File: src/rtl/cook_timer_fsm_if.sv
// Button/interlock inputs and display/drive outputs of the microwave cook sequencer.
// The controller drives the buttons and door level; the sequencer drives the rest.
interface cook_timer_fsm_if;
   logic        btn_start;
   logic        btn_stop;
   logic        btn_add;
   logic        door_open;
   logic        run;
   logic        done_beep;
   logic [12:0] remain_sec;
   logic [1:0]  state;

   modport master (
      output btn_start, btn_stop, btn_add, door_open,
      input  run, done_beep, remain_sec, state
   );

   modport slave (
      input  btn_start, btn_stop, btn_add, door_open,
      output run, done_beep, remain_sec, state
   );
endinterface

File: src/rtl/cook_timer_fsm.sv
// Microwave cook sequencer: seconds countdown with start/stop/add buttons, door
// interlock, and a timed completion beep. Drives the motor PWM stage run enable.
module cook_timer_fsm #(
   parameter int TICK_DIV = 100000000,
   parameter int ADD_SEC  = 30,
   parameter int MAX_SEC  = 5999,
   parameter int DONE_SEC = 3
) (
   input  logic            clk,
   input  logic            rst,
   cook_timer_fsm_if.slave bus
);

   localparam int PW = (TICK_DIV > 1) ? $clog2(TICK_DIV) : 1;
   localparam int BW = (DONE_SEC > 1) ? $clog2(DONE_SEC) : 1;

   typedef enum logic [1:0] {
      IDLE  = 2'd0,
      RUN   = 2'd1,
      PAUSE = 2'd2,
      DONE  = 2'd3
   } state_e;

   state_e          state_q, state_d;
   logic [12:0]     remain_q, remain_d;
   logic [PW-1:0]   presc_q, presc_d;
   logic [BW-1:0]   beep_cnt_q, beep_cnt_d;
   logic            run_q, run_d;
   logic            beep_q, beep_d;
   logic            timed;
   logic            sec_tick;

   // Sum is formed in 14 bits so a large remain_sec plus ADD_SEC cannot wrap.
   function automatic logic [12:0] sat_sec(input logic [13:0] sum);
      if (sum > 14'(MAX_SEC)) return 13'(MAX_SEC);
      return sum[12:0];
   endfunction

   always_comb begin
      state_d    = state_q;
      remain_d   = remain_q;
      presc_d    = presc_q;
      beep_cnt_d = beep_cnt_q;
      timed      = (state_q == RUN) || (state_q == DONE);
      sec_tick   = timed && (presc_q == PW'(TICK_DIV - 1));

      case (state_q)
         IDLE: begin
            if (bus.btn_stop) begin
               remain_d = '0;
            end else if (bus.btn_start) begin
               if ((remain_q != '0) && !bus.door_open) state_d = RUN;
            end else if (bus.btn_add) begin
               remain_d = sat_sec({1'b0, remain_q} + 14'(ADD_SEC));
            end
         end
         RUN: begin
            if (bus.door_open || bus.btn_stop) begin
               state_d = PAUSE;
            end else if (sec_tick) begin
               if (bus.btn_add) begin
                  remain_d = sat_sec({1'b0, remain_q} + 14'(ADD_SEC) - 14'd1);
               end else if (remain_q == 13'd1) begin
                  remain_d = '0;
                  state_d  = DONE;
               end else begin
                  remain_d = remain_q - 13'd1;
               end
            end else if (bus.btn_add) begin
               remain_d = sat_sec({1'b0, remain_q} + 14'(ADD_SEC));
            end
         end
         PAUSE: begin
            if (bus.btn_stop) begin
               remain_d = '0;
               state_d  = IDLE;
            end else if (bus.btn_start) begin
               if (!bus.door_open) state_d = RUN;
            end else if (bus.btn_add) begin
               remain_d = sat_sec({1'b0, remain_q} + 14'(ADD_SEC));
            end
         end
         DONE: begin
            if (bus.door_open || bus.btn_stop) begin
               state_d = IDLE;
            end else if (sec_tick) begin
               if (beep_cnt_q == BW'(DONE_SEC - 1)) state_d = IDLE;
               else beep_cnt_d = beep_cnt_q + BW'(1);
            end
         end
         default: state_d = IDLE;
      endcase

      // Any transition restarts the second timer so the first tick is a full second away.
      if ((state_d != state_q) || !timed) begin
         presc_d    = '0;
         beep_cnt_d = '0;
      end else begin
         presc_d = sec_tick ? '0 : presc_q + PW'(1);
      end

      run_d  = (state_d == RUN) && !bus.door_open;
      beep_d = (state_d == DONE);
   end

   always_ff @(posedge clk) begin
      if (rst) begin
         state_q    <= IDLE;
         remain_q   <= '0;
         presc_q    <= '0;
         beep_cnt_q <= '0;
         run_q      <= 1'b0;
         beep_q     <= 1'b0;
      end else begin
         state_q    <= state_d;
         remain_q   <= remain_d;
         presc_q    <= presc_d;
         beep_cnt_q <= beep_cnt_d;
         run_q      <= run_d;
         beep_q     <= beep_d;
      end
   end

   assign bus.run        = run_q;
   assign bus.done_beep  = beep_q;
   assign bus.remain_sec = remain_q;
   assign bus.state      = state_q;

endmodule

File: src/flat_wrapper.sv
// flat-port wrapper written by rule: the top's interface ports become plain ports
module cook_timer_fsm_flat 
#(
   parameter int TICK_DIV = 100000000,
   parameter int ADD_SEC  = 30,
   parameter int MAX_SEC  = 5999,
   parameter int DONE_SEC = 3
)
  (clk, rst, bus_btn_start, bus_btn_stop, bus_btn_add, bus_door_open, bus_run, bus_done_beep, bus_remain_sec, bus_state);
  cook_timer_fsm_if bus_i ();
  input  logic clk;
  input  logic rst;
  input wire logic [$bits(bus_i.btn_start)-1:0] bus_btn_start;
  input wire logic [$bits(bus_i.btn_stop)-1:0] bus_btn_stop;
  input wire logic [$bits(bus_i.btn_add)-1:0] bus_btn_add;
  input wire logic [$bits(bus_i.door_open)-1:0] bus_door_open;
  output wire logic [$bits(bus_i.run)-1:0] bus_run;
  output wire logic [$bits(bus_i.done_beep)-1:0] bus_done_beep;
  output wire logic [$bits(bus_i.remain_sec)-1:0] bus_remain_sec;
  output wire logic [$bits(bus_i.state)-1:0] bus_state;
  assign bus_i.btn_start = bus_btn_start;
  assign bus_i.btn_stop = bus_btn_stop;
  assign bus_i.btn_add = bus_btn_add;
  assign bus_i.door_open = bus_door_open;
  assign bus_run = bus_i.run;
  assign bus_done_beep = bus_i.done_beep;
  assign bus_remain_sec = bus_i.remain_sec;
  assign bus_state = bus_i.state;
  cook_timer_fsm #(.TICK_DIV(TICK_DIV), .ADD_SEC(ADD_SEC), .MAX_SEC(MAX_SEC), .DONE_SEC(DONE_SEC)) u_core (.clk(clk), .rst(rst), .bus(bus_i));
endmodule
File: config.mk
export PLATFORM = sky130hd
export DESIGN_NAME = cook_timer_fsm_flat
export DESIGN_NICKNAME = d
export VERILOG_FILES = /design/src/rtl/cook_timer_fsm_if.sv /design/src/rtl/cook_timer_fsm.sv /design/src/flat_wrapper.sv
export SDC_FILE = /design/constraint.sdc
export NUM_CORES = 1
export LEC_CHECK = 0
export BUFFER_PORTS_ARGS = -buffer_cell sky130_fd_sc_hd__clkbuf_2
export CAP_MARGIN = 5
export CORE_AREA = 2 2 75 95
export DETAILED_ROUTE_END_ITERATION = 8
export DIE_AREA = 0 0 77 97
export GPL_TIMING_DRIVEN = 0
export PLACE_DENSITY = 0.76
export RECOVER_POWER = 50
export REMOVE_ABC_BUFFERS = 1
export SYNTH_ARGS = -nofsm -noshare
export SYNTH_HDL_FRONTEND = slang
export SYNTH_SLANG_ARGS = --single-unit
File: constraint.sdc
create_clock -name clk -period 3.5 [get_ports clk]
set_clock_uncertainty 0.15 [all_clocks]
set_input_delay 0.7 -clock clk [delete_from_list [all_inputs] [get_ports clk]]
set_output_delay 0.7 -clock clk [all_outputs]
set_load 0.03 [all_outputs]
=== Yosys cells after proc, flatten, opt, wreduce, memory -nomap -nowiden ===
Cells that the tools add are included.

* Input bits: 6
* Logic and storage cells: 91
* Output and inout port bits: 17
* Flip-flop bits (word level): 46

* Mux-type cells: 46
* Reduce and logical (&&, ||, !) cells: 15
* Order comparisons: 2
* Bitwise gates (word level): 2
* Eq/ne operators: 15
* Add/sub/neg operators: 5

{| class="wikitable"
|+ Operator list
! cell !! number
|-
| $mux 13 || 17
|-
| $pmux 13 s3 || 1
|-
| $gt 14x13->1 const B || 2
|-
| $add 27x1->27 const B || 1
|-
| $eq 27x27->1 const B || 1
|-
| $mux 2 || 13
|-
| $add 13x5->14 const B || 1
|-
| $mux 1 || 14
|-
| $sub 14x1->14 const B || 1
|-
| $eq 13x1->1 const B || 1
|-
| $reduce_bool 13->1 || 1
|-
| $sub 13x1->13 const B || 1
|-
| $ne 3x3->1 const B || 4
|-
| $eq 2x2->1 const B || 4
|-
| $pmux 2 s4 || 1
|-
| $reduce_and 7->1 || 1
|-
| $eq 2x1->1 const B || 2
|-
| $reduce_and 4->1 || 1
|-
| $logic_and 1x1->1 || 3
|-
| $logic_or 1x1->1 || 3
|-
| $ne 3x2->1 const B || 1
|-
| $reduce_bool 3->1 || 1
|-
| $reduce_or 3->1 || 1
|-
| $add 2x1->2 const B || 1
|-
| 6 further kinds || 8
|}

=== Logic depth before layout (Yosys ltp) ===
* Word-level depth: 13
* Gate-level depth with buffers: 15

=== Least setup slack after synthesis ===
No wires, ideal clock.

* Kind: register to register
* From: reg u_core.remain_q[1] (netlist: u_core.bus.remain_sec[1])
* To: reg u_core.remain_q[1] (netlist: u_core.bus.remain_sec[1])
* Slack: -37 ps
* Data required time: 3264 ps
* Path buffers: 3
* Clock period less this slack: 3537 ps
* Data arrival time: 3301 ps
* Library setup time: 86 ps
* Stages on the path, launching flop included: 15
* Cell sequence: dfxtp_1 -> buf_2 -> inv_1 -> ha_1 -> buf_6 -> nor3b_2 -> buf_4 -> mux2i_1 -> o22a_1 -> or2_2 -> o32ai_2 -> nand3_2 -> and3b_1 -> a211o_1 -> a221oi_2

* Cells in the longest elaborated chain, start to end: 13

{| class="wikitable"
|+ Ends and longest elaborated chain
! what !! RTL line !! RTL
|-
| from (decl) || cook_timer_fsm.sv:25 || <nowiki>logic [12:0] remain_q, remain_d;</nowiki>
|-
| from (signal assigned) || cook_timer_fsm.sv:116 || <nowiki>remain_q <= remain_d;</nowiki>
|-
| $add 13x5->14 || n/a ||
|-
| $sub 14x1->14 || cook_timer_fsm.sv:62 || <nowiki>remain_d = sat_sec({1'b0, remain_q} + 14'(ADD_SEC) - 14'd1);</nowiki>
|-
| $gt 14x13->1 || cook_timer_fsm.sv:35 || <nowiki>if (sum > 14'(MAX_SEC)) return 13'(MAX_SEC);</nowiki>
|-
| $mux 1 || cook_timer_fsm.sv:35 ||
|-
| $mux 1 || cook_timer_fsm.sv:61 || <nowiki>if (bus.btn_add) begin</nowiki>
|-
| $mux 1 || cook_timer_fsm.sv:60 || <nowiki>end else if (sec_tick) begin</nowiki>
|-
| $mux 1 || cook_timer_fsm.sv:58 || <nowiki>if (bus.door_open || bus.btn_stop) begin</nowiki>
|-
| $mux 1 || cook_timer_fsm.sv:47 || <nowiki>case (state_q)</nowiki>
|-
| $mux 13 || cook_timer_fsm.sv:36 || <nowiki>return sum[12:0];</nowiki>
|-
| $mux 13 || cook_timer_fsm.sv:61 ||
|-
| $mux 13 || cook_timer_fsm.sv:60 ||
|-
| $mux 13 || cook_timer_fsm.sv:58 ||
|-
| $pmux 13 s3 (*) || cook_timer_fsm.sv:47 ||
|}

Mark *: on every way between the ends. The rest lies on a longest branch, timed or not. The select of a mux whose other input is x is not followed.
A chain may end at the register's enable or synchronous reset.

=== Worst setup path after layout ===
Same ends and word-level chain as after synthesis.

==> run_results.csv <==
group,metric,value,unit
global_routing,grt_usage,25.6,%
job,drv_cap,0,
floorplan,ioPinCount,23,
sta,drv_slew,0,
cts,cts_hold_buf,0,
cells_and_area,antenna-diode-count,0,
global_routing,grt_pass1_vias,3450,
logic_synthesis,synth_warnings,0,
sta,relSlewSlack,26.3,%
placed_design,io_buffers,22,
setup_path,slowest_stage,"or4b_4",
cts,cts_sinks,46,
logic_synthesis,synth_edf_count,0,
routing,drt_iter0_markers,344,
floorplan,rows,33,
placed_design,gp_congestion,0.956,
routing,route.detailed.drc,0,
sta,period_minus_slack,3.40,ns
global_routing,grt_overflow_total,0,
cts,path_clk_slew,0.08,ns
floorplan,design.die.area,7470,um^2
routing,avgRoutedWirePerCell,17.2,um
logic_synthesis,netlist_instances,484,
power_and_ir_drop,ir_worst_vdd,254,uV
cells_and_area,ff_latch_area,932,um^2
setup_path,worstSetupEndpointType,"flop",
setup_path,path_buf_inv,1,
cts,cts-htree-levels,2,
cts,cts_buffers,5,
logic_synthesis,synth_area,3590,um^2
sta,hold_viol,0,
cells_and_area,final_util,59.9,%
setup_path,critPathTopFamily,"simple AND/OR/NAND/NOR gates",
setup_path,crit_chain,"inv_4 > ha_4 > or3b_4 > or4b_4 > a211oi_4 > o22ai_1 > o32ai_2 > nand3_2 > and3b_2 > a211o_1 > a221oi_2",
cells_and_area,final_cell_mix,"61 x nor2_1, 42 x nand2_1, 41 x dfxtp_1, 33 x a21oi_1",
setup_path,cp_data_required_time,3.56,ns
floorplan,die_height,97,um
routing,drt-vias-per-instance,6.39,
sta,fmax,294,MHz
sta,worst_pin_slew,1.10,ns
cells_and_area,multiInputGateArea,2550,um^2
cells_and_area,mostFrequentLayoutCell,"nor2_1",
routing,vias,3694,
cells_and_area,finalNetCount,506,
global_routing,grt_antenna_before_repair,0,
logic_synthesis,yosysUniqueCellTypes,72,
cells_and_area,syn2layout_area_growth,9.04,%
logic_synthesis,synth-seq-area-share,25.7,%
global_routing,grt_max_degree,28,
power_and_ir_drop,power.leakage,0.00125,uW
setup_path,cp_slowest_stage_delay,0.52,ns
floorplan,start_util,55.0,%
cts,cts_root_buf,"clkbuf_8",
placed_design,dp_slack,-0.616,ns
sta,period_share,97.3,%
setup_path,path_class,"reg -> reg",
cells_and_area,instances_no_fill,578,
sta,holdWs,0.299,ns
setup_path,crit_fanout,9,
floorplan,die_x,77,um
routing,ant_nets,0,
sta,setup_viol,0,
sta,worst_slack,0.0956,ns
sta,final.setup.tns,0,ns
setup_path,cp_data_arrival_time,3.46,ns
floorplan,coreArea,6520,um^2
logic_synthesis,synth_ff_type,"dfxtp_1",
logic_synthesis,ys_async_sr_fraction,0,%
placed_design,dp_cells,564,
cells_and_area,num-fill-cells,658,
placed_design,dpl.hpwl,6.99,mm
routing,drtPass1Iterations,5,
setup_path,r2r_slack,0.1,ns
cts,cts_tree,"yes",
routing,routed_wl,9.97,mm
cells_and_area,drive_gt1_share,10.6,%
hold_path,hp-class,"reg -> reg",
setup_path,cp-start-kind,"flop",
logic_synthesis,ys_seq_elements,46,
cts,clk_latency,0.29,ns
logic_synthesis,synth.avg_cell_area,7.41,um^2
global_routing,grt_pass1_wl,15.9,mm
outcome,status,"finished, final reports clean",
power_and_ir_drop,p_per_area,375,nW/um^2
cts,clockBufferDepth,2,
-- worst paths after layout --
kind | from | cells past startpoint | to
min | u_core.presc_q[0] | 1 | u_core.presc_q[0]
min reg2reg | u_core.presc_q[0] | 1 | u_core.presc_q[0]
max | u_core.bus.remain_sec[1] | 11 | u_core.bus.remain_sec[1]
max reg2reg | u_core.bus.remain_sec[1] | 11 | u_core.bus.remain_sec[1]
-- per-stage QoR --
| step | cell area [um^2] | total power [uW] |
|---|---|---|
| 2_1_floorplan | 3440 | 953 |
| 3_3_place_gp | 3660 | 1070 |
| 3_5_place_dp | 3660 | 1080 |
| 4_1_cts | 3810 | 1430 |
| 5_1_grt | 3910 | 1550 |
| 6_report | 3910 | 1470 |
-- final cells by class --
cell class / instances / area share (%)
repair buffers: 28 / 4.48
inverters: 15 / 1.57
clock inverters: 1 / 0.192
multi-input cells: 395 / 65.3
clock buffers: 6 / 1.86
well taps: 87 / 2.78
flip-flops and latches: 46 / 23.8
-- cell usage after synthesis (4+ instances only) --
library cell | instances | area share [%]
and2_1 | 6 | 1.0
nand4_1 | 5 | 0.87
nand3_1 | 24 | 3.3
ha_1 | 9 | 3.1
clkbuf_1 | 18 | 1.9
dfxtp_1 | 46 | 26
a211oi_1 | 6 | 1.3
xor2_1 | 21 | 5.1
o21ai_1 | 5 | 0.70
o21ai_0 | 23 | 3.2
nor4_1 | 6 | 1.0
nor3_1 | 17 | 2.4
o22ai_1 | 5 | 0.87
and3_1 | 11 | 1.9
inv_1 | 15 | 1.6
o211ai_1 | 4 | 0.84
nand2_1 | 42 | 4.4
mux2i_1 | 4 | 1.1
or4_1 | 4 | 0.84
xnor2_1 | 24 | 5.9
nor2_1 | 61 | 6.4
or3_1 | 12 | 2.1
a21oi_1 | 33 | 4.6
buf_2 | 5 | 0.70
-- state kept, by name (all words and copies together) (netlist names) --
name / count
u_core.bus.state: 2
u_core.presc_q: 27
u_core.bus.run: 1
u_core.bus.done_beep: 1
u_core.beep_cnt_q: 2
u_core.bus.remain_sec: 13
-- repair_timing --
item                       4_1_cts  5_1_grt
gates resized for setup         12       13
pin swaps                        0        3
buffers inserted                 2        4
gates cloned                     0        1
setup endpoints to repair       13       12
-- power breakdown --
| group | leakage [uW] | internal (uW) | switching, uW |
|---|---|---|---|
| Clock | 0.0000373 | 137 | 170 |
| Sequential | 0.000375 | 542 | 62.6 |
| Combinational | 0.000841 | 225 | 329 |
| Total | 0.00125 | 904 | 561 |
-- cells by family after synthesis --
| logic type | Yosys count | share of synthesized area [%] |
|---|---|---|
| and+or+nand+nor | 216 | 30.6 |
| AOI/OAI and AO/OA | 120 | 23.0 |
| xor gates and xnor gates | 45 | 11.0 |
| buffers and inverters | 44 | 5.51 |
| DFF | 46 | 25.7 |
| adders and majority gates | 9 | 3.14 |
| muxes | 4 | 1.12 |
-- routing by layer --
metal	part of all wire, %	wire, um	up-vias	global-route usage (%)
li1	-	-	1761	-
met4	5.1	511	0	12.4
met3	5.6	562	44	3.17
met5	0	0	-	0
met2	49	4900	156	44.8
met1	40	3990	1733	30.7
Note: power is estimated with default switching activity, not from simulation.
